## src/rtl/clint_mh_if.sv

```systemverilog
// AXI4-Lite bus bundle (32-bit address/data) shared by the CLINT slave and its masters.
interface axi_lite_if;
  logic [31:0] awaddr;
  logic        awvalid;
  logic        awready;
  logic [31:0] wdata;
  logic [3:0]  wstrb;
  logic        wvalid;
  logic        wready;
  logic [1:0]  bresp;
  logic        bvalid;
  logic        bready;
  logic [31:0] araddr;
  logic        arvalid;
  logic        arready;
  logic [31:0] rdata;
  logic [1:0]  rresp;
  logic        rvalid;
  logic        rready;

  modport slave (
    input  awaddr, awvalid, wdata, wstrb, wvalid, bready, araddr, arvalid, rready,
    output awready, wready, bresp, bvalid, arready, rdata, rresp, rvalid
  );

  modport master (
    output awaddr, awvalid, wdata, wstrb, wvalid, bready, araddr, arvalid, rready,
    input  awready, wready, bresp, bvalid, arready, rdata, rresp, rvalid
  );
endinterface

```

## src/rtl/clint_mh.sv

```systemverilog
// Multi-hart core-local interruptor: prescaled 64-bit mtime, per-hart mtimecmp/msip,
// registered mtip/msip lines, read/write AXI4-Lite register window.
module clint_mh #(
  parameter int unsigned NHART     = 1,
  parameter logic [31:0] BASE_ADDR = 32'h0200_0000,
  parameter int unsigned TICK_DIV  = 1
) (
  input  logic             clk,
  input  logic             reset_n,
  axi_lite_if.slave        s,
  output logic [NHART-1:0] mtip,
  output logic [NHART-1:0] msip
);

  localparam int unsigned   PW          = (TICK_DIV > 1) ? $clog2(TICK_DIV) : 1;
  localparam logic [PW-1:0] PRESC_LAST  = PW'(TICK_DIV - 1);
  localparam logic [1:0]    RESP_OKAY   = 2'b00;
  localparam logic [1:0]    RESP_SLVERR = 2'b10;

  typedef enum logic [2:0] {
    REG_NONE, REG_MSIP, REG_CMP_LO, REG_CMP_HI, REG_TIME_LO, REG_TIME_HI
  } reg_kind_e;

  typedef struct packed {
    reg_kind_e  kind;
    logic [2:0] hart;
  } reg_sel_t;

  typedef enum logic {R_IDLE, R_RESP} r_state_e;
  typedef enum logic [1:0] {W_IDLE, W_HAVE_A, W_HAVE_D, W_RESP} w_state_e;

  function automatic reg_sel_t decode(input logic [31:0] addr);
    reg_sel_t    sel;
    logic [15:0] off;
    sel.kind = REG_NONE;
    sel.hart = '0;
    off      = addr[15:0];
    if (addr[31:16] == BASE_ADDR[31:16] && addr[1:0] == 2'b00) begin
      if (off < 16'h4000) begin
        if ({18'd0, off[15:2]} < NHART) begin
          sel.kind = REG_MSIP;
          sel.hart = off[4:2];
        end
      end else if (off < 16'h8000) begin
        if ({21'd0, off[13:3]} < NHART) begin
          sel.kind = off[2] ? REG_CMP_HI : REG_CMP_LO;
          sel.hart = off[5:3];
        end
      end else if (off == 16'hBFF8) begin
        sel.kind = REG_TIME_LO;
      end else if (off == 16'hBFFC) begin
        sel.kind = REG_TIME_HI;
      end
    end
    return sel;
  endfunction

  function automatic logic [31:0] merge_bytes(input logic [31:0] old_val,
                                              input logic [31:0] new_val,
                                              input logic [3:0]  strb);
    logic [31:0] res;
    for (int b = 0; b < 4; b++) begin
      res[8*b +: 8] = strb[b] ? new_val[8*b +: 8] : old_val[8*b +: 8];
    end
    return res;
  endfunction

  // Architectural state
  logic [PW-1:0]    presc;
  logic [63:0]      mtime;
  logic [63:0]      mtimecmp [NHART];
  logic [NHART-1:0] msip_q;
  logic [NHART-1:0] mtip_q;
  logic             tick;

  // Read channel
  r_state_e    r_state, r_next;
  reg_sel_t    ar_sel;
  logic        ar_hs;
  logic [31:0] rd_val;
  logic [31:0] rdata_q;
  logic [1:0]  rresp_q;

  // Write channel
  w_state_e    w_state, w_next;
  logic        aw_hs, w_hs, wr_commit;
  logic [31:0] aw_addr_q, w_data_q;
  logic [3:0]  w_strb_q;
  logic [31:0] wr_addr, wr_data;
  logic [3:0]  wr_strb;
  reg_sel_t    wr_sel;
  logic [1:0]  bresp_q;

  assign tick = (presc == PRESC_LAST);
  assign mtip = mtip_q;
  assign msip = msip_q;

  // ---------------- read path ----------------
  assign s.arready = (r_state == R_IDLE);
  assign s.rvalid  = (r_state == R_RESP);
  assign s.rdata   = rdata_q;
  assign s.rresp   = rresp_q;
  assign ar_hs     = s.arvalid && s.arready;
  assign ar_sel    = decode(s.araddr);

  always_ff @(posedge clk or negedge reset_n) begin
    // NOTE: every clocked block uses non-blocking assignments so all registers
    // sample pre-edge values, which is what makes the read snapshot coherent.
    if (!reset_n) r_state <= R_IDLE;
    else          r_state <= r_next;
  end

  always_comb begin
    // NOTE: defaults first; without them a path that skips an assignment
    // would infer a latch.
    r_next = r_state;
    case (r_state)
      R_IDLE:  if (s.arvalid) r_next = R_RESP;
      R_RESP:  if (s.rready)  r_next = R_IDLE;
      default: r_next = R_IDLE;
    endcase
  end

  always_comb begin
    rd_val = '0;
    case (ar_sel.kind)
      REG_TIME_LO: rd_val = mtime[31:0];
      REG_TIME_HI: rd_val = mtime[63:32];
      default:     ;
    endcase
    for (int h = 0; h < NHART; h++) begin
      if (ar_sel.hart == 3'(h)) begin
        case (ar_sel.kind)
          REG_MSIP:   rd_val = {31'd0, msip_q[h]};
          REG_CMP_LO: rd_val = mtimecmp[h][31:0];
          REG_CMP_HI: rd_val = mtimecmp[h][63:32];
          default:    ;
        endcase
      end
    end
  end

  always_ff @(posedge clk or negedge reset_n) begin
    if (!reset_n) begin
      rdata_q <= '0;
      rresp_q <= RESP_OKAY;
    end else if (ar_hs) begin
      rdata_q <= rd_val;
      rresp_q <= (ar_sel.kind == REG_NONE) ? RESP_SLVERR : RESP_OKAY;
    end
  end

  // ---------------- write path ----------------
  assign s.awready = (w_state == W_IDLE) || (w_state == W_HAVE_D);
  assign s.wready  = (w_state == W_IDLE) || (w_state == W_HAVE_A);
  assign s.bvalid  = (w_state == W_RESP);
  assign s.bresp   = bresp_q;
  assign aw_hs     = s.awvalid && s.awready;
  assign w_hs      = s.wvalid && s.wready;

  // Whichever half arrives second comes straight from the bus on the commit edge.
  assign wr_addr = (w_state == W_HAVE_A) ? aw_addr_q : s.awaddr;
  assign wr_data = (w_state == W_HAVE_D) ? w_data_q  : s.wdata;
  assign wr_strb = (w_state == W_HAVE_D) ? w_strb_q  : s.wstrb;
  assign wr_sel  = decode(wr_addr);

  always_ff @(posedge clk or negedge reset_n) begin
    if (!reset_n) w_state <= W_IDLE;
    else          w_state <= w_next;
  end

  always_comb begin
    w_next    = w_state;
    wr_commit = 1'b0;
    case (w_state)
      W_IDLE: begin
        if (aw_hs && w_hs) begin
          wr_commit = 1'b1;
          w_next    = W_RESP;
        end else if (aw_hs) begin
          w_next = W_HAVE_A;
        end else if (w_hs) begin
          w_next = W_HAVE_D;
        end
      end
      W_HAVE_A: if (w_hs) begin
        wr_commit = 1'b1;
        w_next    = W_RESP;
      end
      W_HAVE_D: if (aw_hs) begin
        wr_commit = 1'b1;
        w_next    = W_RESP;
      end
      W_RESP:  if (s.bready) w_next = W_IDLE;
      default: w_next = W_IDLE;
    endcase
  end

  // NOTE: the AW/W holding registers are not reset: they are only consumed
  // after a handshake has loaded them, so a reset value would never be seen.
  always_ff @(posedge clk) begin
    if (aw_hs) aw_addr_q <= s.awaddr;
    if (w_hs) begin
      w_data_q <= s.wdata;
      w_strb_q <= s.wstrb;
    end
  end

  always_ff @(posedge clk or negedge reset_n) begin
    if (!reset_n)       bresp_q <= RESP_OKAY;
    else if (wr_commit) bresp_q <= (wr_sel.kind == REG_NONE) ? RESP_SLVERR : RESP_OKAY;
  end

  // ---------------- timer and per-hart registers ----------------
  always_ff @(posedge clk or negedge reset_n) begin
    if (!reset_n) begin
      presc  <= '0;
      mtime  <= '0;
      msip_q <= '0;
      mtip_q <= '0;
      for (int h = 0; h < NHART; h++) mtimecmp[h] <= '1;
    end else begin
      presc <= tick ? '0 : presc + PW'(1);
      // A software write to either half wins over the tick and never carries.
      if (wr_commit && wr_sel.kind == REG_TIME_LO) begin
        mtime[31:0] <= merge_bytes(mtime[31:0], wr_data, wr_strb);
      end else if (wr_commit && wr_sel.kind == REG_TIME_HI) begin
        mtime[63:32] <= merge_bytes(mtime[63:32], wr_data, wr_strb);
      end else if (tick) begin
        mtime <= mtime + 64'd1;
      end
      for (int h = 0; h < NHART; h++) begin
        mtip_q[h] <= (mtime >= mtimecmp[h]);
        if (wr_commit && wr_sel.hart == 3'(h)) begin
          case (wr_sel.kind)
            REG_MSIP:   if (wr_strb[0]) msip_q[h] <= wr_data[0];
            REG_CMP_LO: mtimecmp[h][31:0]  <= merge_bytes(mtimecmp[h][31:0], wr_data, wr_strb);
            REG_CMP_HI: mtimecmp[h][63:32] <= merge_bytes(mtimecmp[h][63:32], wr_data, wr_strb);
            default:    ;
          endcase
        end
      end
    end
  end

endmodule
```

## src/flat_wrapper.sv

```systemverilog
// flat-port wrapper written by rule: the top's interface ports become plain ports
module clint_mh_flat 
#(
  parameter int unsigned NHART     = 1,
  parameter logic [31:0] BASE_ADDR = 32'h0200_0000,
  parameter int unsigned TICK_DIV  = 1
)
  (clk, reset_n, mtip, msip, s_awaddr, s_awvalid, s_wdata, s_wstrb, s_wvalid, s_bready, s_araddr, s_arvalid, s_rready, s_awready, s_wready, s_bresp, s_bvalid, s_arready, s_rdata, s_rresp, s_rvalid);
  axi_lite_if s_i ();
  input  logic clk;
  input  logic reset_n;
  output logic [NHART-1:0] mtip;
  output logic [NHART-1:0] msip;
  input wire logic [$bits(s_i.awaddr)-1:0] s_awaddr;
  input wire logic [$bits(s_i.awvalid)-1:0] s_awvalid;
  input wire logic [$bits(s_i.wdata)-1:0] s_wdata;
  input wire logic [$bits(s_i.wstrb)-1:0] s_wstrb;
  input wire logic [$bits(s_i.wvalid)-1:0] s_wvalid;
  input wire logic [$bits(s_i.bready)-1:0] s_bready;
  input wire logic [$bits(s_i.araddr)-1:0] s_araddr;
  input wire logic [$bits(s_i.arvalid)-1:0] s_arvalid;
  input wire logic [$bits(s_i.rready)-1:0] s_rready;
  output wire logic [$bits(s_i.awready)-1:0] s_awready;
  output wire logic [$bits(s_i.wready)-1:0] s_wready;
  output wire logic [$bits(s_i.bresp)-1:0] s_bresp;
  output wire logic [$bits(s_i.bvalid)-1:0] s_bvalid;
  output wire logic [$bits(s_i.arready)-1:0] s_arready;
  output wire logic [$bits(s_i.rdata)-1:0] s_rdata;
  output wire logic [$bits(s_i.rresp)-1:0] s_rresp;
  output wire logic [$bits(s_i.rvalid)-1:0] s_rvalid;
  assign s_i.awaddr = s_awaddr;
  assign s_i.awvalid = s_awvalid;
  assign s_i.wdata = s_wdata;
  assign s_i.wstrb = s_wstrb;
  assign s_i.wvalid = s_wvalid;
  assign s_i.bready = s_bready;
  assign s_i.araddr = s_araddr;
  assign s_i.arvalid = s_arvalid;
  assign s_i.rready = s_rready;
  assign s_awready = s_i.awready;
  assign s_wready = s_i.wready;
  assign s_bresp = s_i.bresp;
  assign s_bvalid = s_i.bvalid;
  assign s_arready = s_i.arready;
  assign s_rdata = s_i.rdata;
  assign s_rresp = s_i.rresp;
  assign s_rvalid = s_i.rvalid;
  clint_mh #(.NHART(NHART), .BASE_ADDR(BASE_ADDR), .TICK_DIV(TICK_DIV)) u_core (.clk(clk), .reset_n(reset_n), .s(s_i), .mtip(mtip), .msip(msip));
endmodule
```

## config.mk

```make
export PLATFORM = sky130hd
export DESIGN_NAME = clint_mh_flat
export DESIGN_NICKNAME = d
export VERILOG_FILES = /design/src/rtl/clint_mh_if.sv /design/src/rtl/clint_mh.sv /design/src/flat_wrapper.sv
export SDC_FILE = /design/constraint.sdc
export NUM_CORES = 1
export LEC_CHECK = 0
export BUFFER_PORTS_ARGS = -buffer_cell sky130_fd_sc_hd__buf_2
export CAP_MARGIN = 5
export CORE_MARGIN = 1.5
export CORE_UTILIZATION = 35
export CTS_CLUSTER_DIAMETER = 80
export DETAILED_ROUTE_END_ITERATION = 16
export SYNTH_ARGS = -nofsm -noshare
export SYNTH_HDL_FRONTEND = slang
export SYNTH_SLANG_ARGS = --single-unit
```

## constraint.sdc

```tcl
create_clock -name clk -period 3.97 [get_ports clk]
set_input_delay 0.397 -clock clk [delete_from_list [all_inputs] [get_ports clk]]
set_output_delay 0.397 -clock clk [all_outputs]
set_load 0.01 [all_outputs]
```

==> impl_metrics.env <==
export IMPL_status="completed"
export IMPL_area_delta_synth_final_pct=16.0
export IMPL_cap_violations=0
export IMPL_vias_per_cell=5.67
export IMPL_cts_tree="done"
export IMPL_start_util_pct=35.8
export IMPL_synth_cell_types=85
export IMPL_clk_insertion_delay_late_ns=0.54
export IMPL_ant_nets=0
export IMPL_layout_common_cells="nand2_1 (174), buf_2 (146), a21oi_1 (108)"
export IMPL_ys_warn_count=0
export IMPL_drive_gt1_share_pct=25.0
export IMPL_slowest_stage="ha_1"
export IMPL_synth_edff_count=68
export IMPL_fmax_mhz=291
export IMPL_place_congestion=0.898
export IMPL_cts_num_sinks=235
export IMPL_final_util_pct=41.5
export IMPL_die_height_um=203
export IMPL_ys_flop_type="dfrtp_1"
export IMPL_synth_area_um2=14000
export IMPL_die_area_um2=41100
export IMPL_rsz0062_at_grt="no"
export IMPL_hold_class="input pin to register"
export IMPL_crit_type="register to register"
export IMPL_irDropWorstVdd_mv=0.256
export IMPL_synth_sequential_area_ratio_pct=45.1
export IMPL_n_antenna_cell=0
export IMPL_io_buffer_count=147
export IMPL_setup_tns_ns=0
export IMPL_grt_overflow=0
export IMPL_root_buffer="clkbuf_16"
export IMPL_skew_ns=0.0114
export IMPL_ff_latch_area_um2=6300
export IMPL_period_share_pct=86.7
export IMPL_final_common_cell="nand2_1"
export IMPL_max_stage_delay_ns=0.56
export IMPL_grt_max_degree=85
export IMPL_cts_max_level=1
export IMPL_critPathLaunchType="register"
export IMPL_slew_headroom_pct=31.4
export IMPL_num_vias=11900
export IMPL_route_detailed_drc=0
export IMPL_dp_worst_setup_slack_ns=0.547
export IMPL_clkTransAtPathRegs_ns=0.06
export IMPL_drtPass1Iterations=5
export IMPL_synth_seq_cells=235
export IMPL_cp_top_family="simple AND/OR/NAND/NOR gates"
export IMPL_power_density_nw_per_um2=395
export IMPL_hpwl_um=32000
export IMPL_leakagePower_nw=6.98
export IMPL_fin_hold_ws_ns=0.0466
export IMPL_synth_area_per_cell_um2=9.83
export IMPL_ios=150
export IMPL_num_nets_final=1744
export IMPL_slew_violations=0
export IMPL_path_max_fanout=18
export IMPL_finalCriticalPeriod_ns=3.44
export IMPL_drt_iter0_markers=862
export IMPL_syn_inst=1420
export IMPL_required_ns=4.38
export IMPL_placed_cell_area_um2=15300
export IMPL_setup_viol=0
export IMPL_worst_slack_ns=0.529
export IMPL_avgRoutedWirePerCell_um=20.6
export IMPL_wl_um=43300
export IMPL_antenna_found_initial=0
export IMPL_grt_pass1_wl_um=68500
export IMPL_grt_use_total_pct=21.1
export IMPL_ys_async_sr_fraction_pct=71.1
export IMPL_num_rows=72
export IMPL_core_area_um2=39000
export IMPL_die_w_um=203
export IMPL_cts_buffers=27
export IMPL_path_cells="inv_1, ha_1, nor3b_1, and2_1, a2bb2oi_4, and3_1, buf_4, nand2b_1, a21oi_1, a21oi_1"
export IMPL_clock_tree_buffer_depth=3
export IMPL_postCtsSetupBuffers=0
export IMPL_path_buf_inv=2
export IMPL_fillCellCount=3822
export IMPL_path_common_cell="a21oi_1"
export IMPL_tightest_slew_ns=1.03
export IMPL_hold_viol=0
export IMPL_crit_path_end_kind="register"
export IMPL_cp_arrival_ns=3.85
export IMPL_multi_input_area_um2=7040
export IMPL_grt_pass1_vias=11800
export IMPL_design_area_um2=16200
state kept, by name, indices dropped and copies added (netlist names):
signal / count
u_core.s.rresp: 1
u_core.w_state: 2
u_core.mtimecmp: 64
u_core.mtime: 64
u_core.mtip: 1
u_core.s.rdata: 32
u_core.s.bresp: 1
u_core.w_data_q: 32
u_core.w_strb_q: 4
u_core.msip: 1
u_core.s.rvalid: 1
u_core.aw_addr_q: 32
layer usage:
| metal | global-route usage, % | part of all wire, % | vias up |
|---|---|---|---|
| li1 | - | - | 5595 |
| met1 | 29.5 | 46 | 5843 |
| met2 | 33.9 | 45 | 419 |
| met3 | 3.35 | 6.5 | 69 |
| met4 | 5.50 | 2.6 | 0 |
| met5 | 0 | 0 | - |
synthesized netlist by cell type, types with 10 or more instances:
cell type | instances | area [um^2]
a21o_1 | 13 | 97.6
a21oi_1 | 109 | 546
and3_1 | 19 | 119
buf_2 | 25 | 125
clkbuf_1 | 31 | 116
dfrtp_1 | 103 | 2580
dfstp_2 | 64 | 1680
edfxtp_1 | 68 | 2040
ha_1 | 69 | 863
inv_1 | 85 | 319
mux2_1 | 22 | 248
mux2_2 | 66 | 743
mux2i_1 | 21 | 210
nand2_1 | 174 | 653
nand2b_1 | 10 | 62.6
nand3_1 | 80 | 400
nand4_1 | 33 | 206
nor2_1 | 52 | 195
nor3_1 | 18 | 90.1
nor4_1 | 26 | 163
o21ai_0 | 97 | 485
o221ai_1 | 32 | 280
o22ai_1 | 14 | 87.6
cell type report:
| cell class | instances | area share [%] |
|---|---|---|
| inverter | 85 | 1.97 |
| clock inverter | 11 | 0.618 |
| multi-input combinational | 1033 | 43.5 |
| sequential | 235 | 38.9 |
| tap | 518 | 4.00 |
| clock buffer | 37 | 4.59 |
| timing repair buffer | 186 | 6.48 |
logic make-up after synthesis:
logic type      count (synthesis)  share of synthesized area, %
compound gates                373                          17.4
xor+xnor                        2                         0.125
fa+ha+maj                      69                          6.18
buf+inv                       153                          4.66
flops                         235                          45.1
mux                           109                          8.60
other cells                     1                        0.0269
simple gates                  478                          17.8
worst register-to-register path, cell delays in order, from the launching register on:
cell and delay, ns:
dfrtp_1 0.40, inv_1 0.11, ha_1 0.56, nor3b_1 0.38
and2_1 0.27, a2bb2oi_4 0.26, and3_1 0.52, buf_4 0.26
nand2b_1 0.28, a21oi_1 0.23, a21oi_1 0.05
stage by stage:
stage               power (mW)  std cells
CTS                       6.46       2105
global route              6.66       2105
detailed placement        4.02       2056
finish                    6.40       2105
global placement          3.99       2056
floorplan                 3.52       1421
power by group:
group / internal, mW / total, mW / switching (mW)
clock: 1.43 / 2.44 / 1.01
sequential: 2.74 / 2.81 / 0.0658
combinational: 0.386 / 1.16 / 0.770
final timing paths:
| path | end | cells after the start | start | slack (ns) |
|---|---|---|---|---|
| setup / recovery | u_core.mtime[50] | 10 | u_core.w_state[1] | 0.53 |
| hold / removal | u_core.s.rvalid | 2 | s_rready | 0.05 |
| setup reg to reg | u_core.mtime[50] | 10 | u_core.w_state[1] | 0.53 |
| hold reg to reg | u_core.s.rdata[17] | 2 | u_core.s.rdata[17] | 0.47 |
| max in group asynchronous | u_core.mtimecmp[33] | 3 | reset_n | 2.59 |
| min in group asynchronous | u_core.s.rdata[13] | 2 | reset_n | 0.51 |
timing repair:
action / in CTS / in global routing
resized for setup: 0 / 0
hold buffers: 1 / 0
hold endpoints to repair: 51 / 0
No activity file was read; power rests on OpenSTA's default activity.
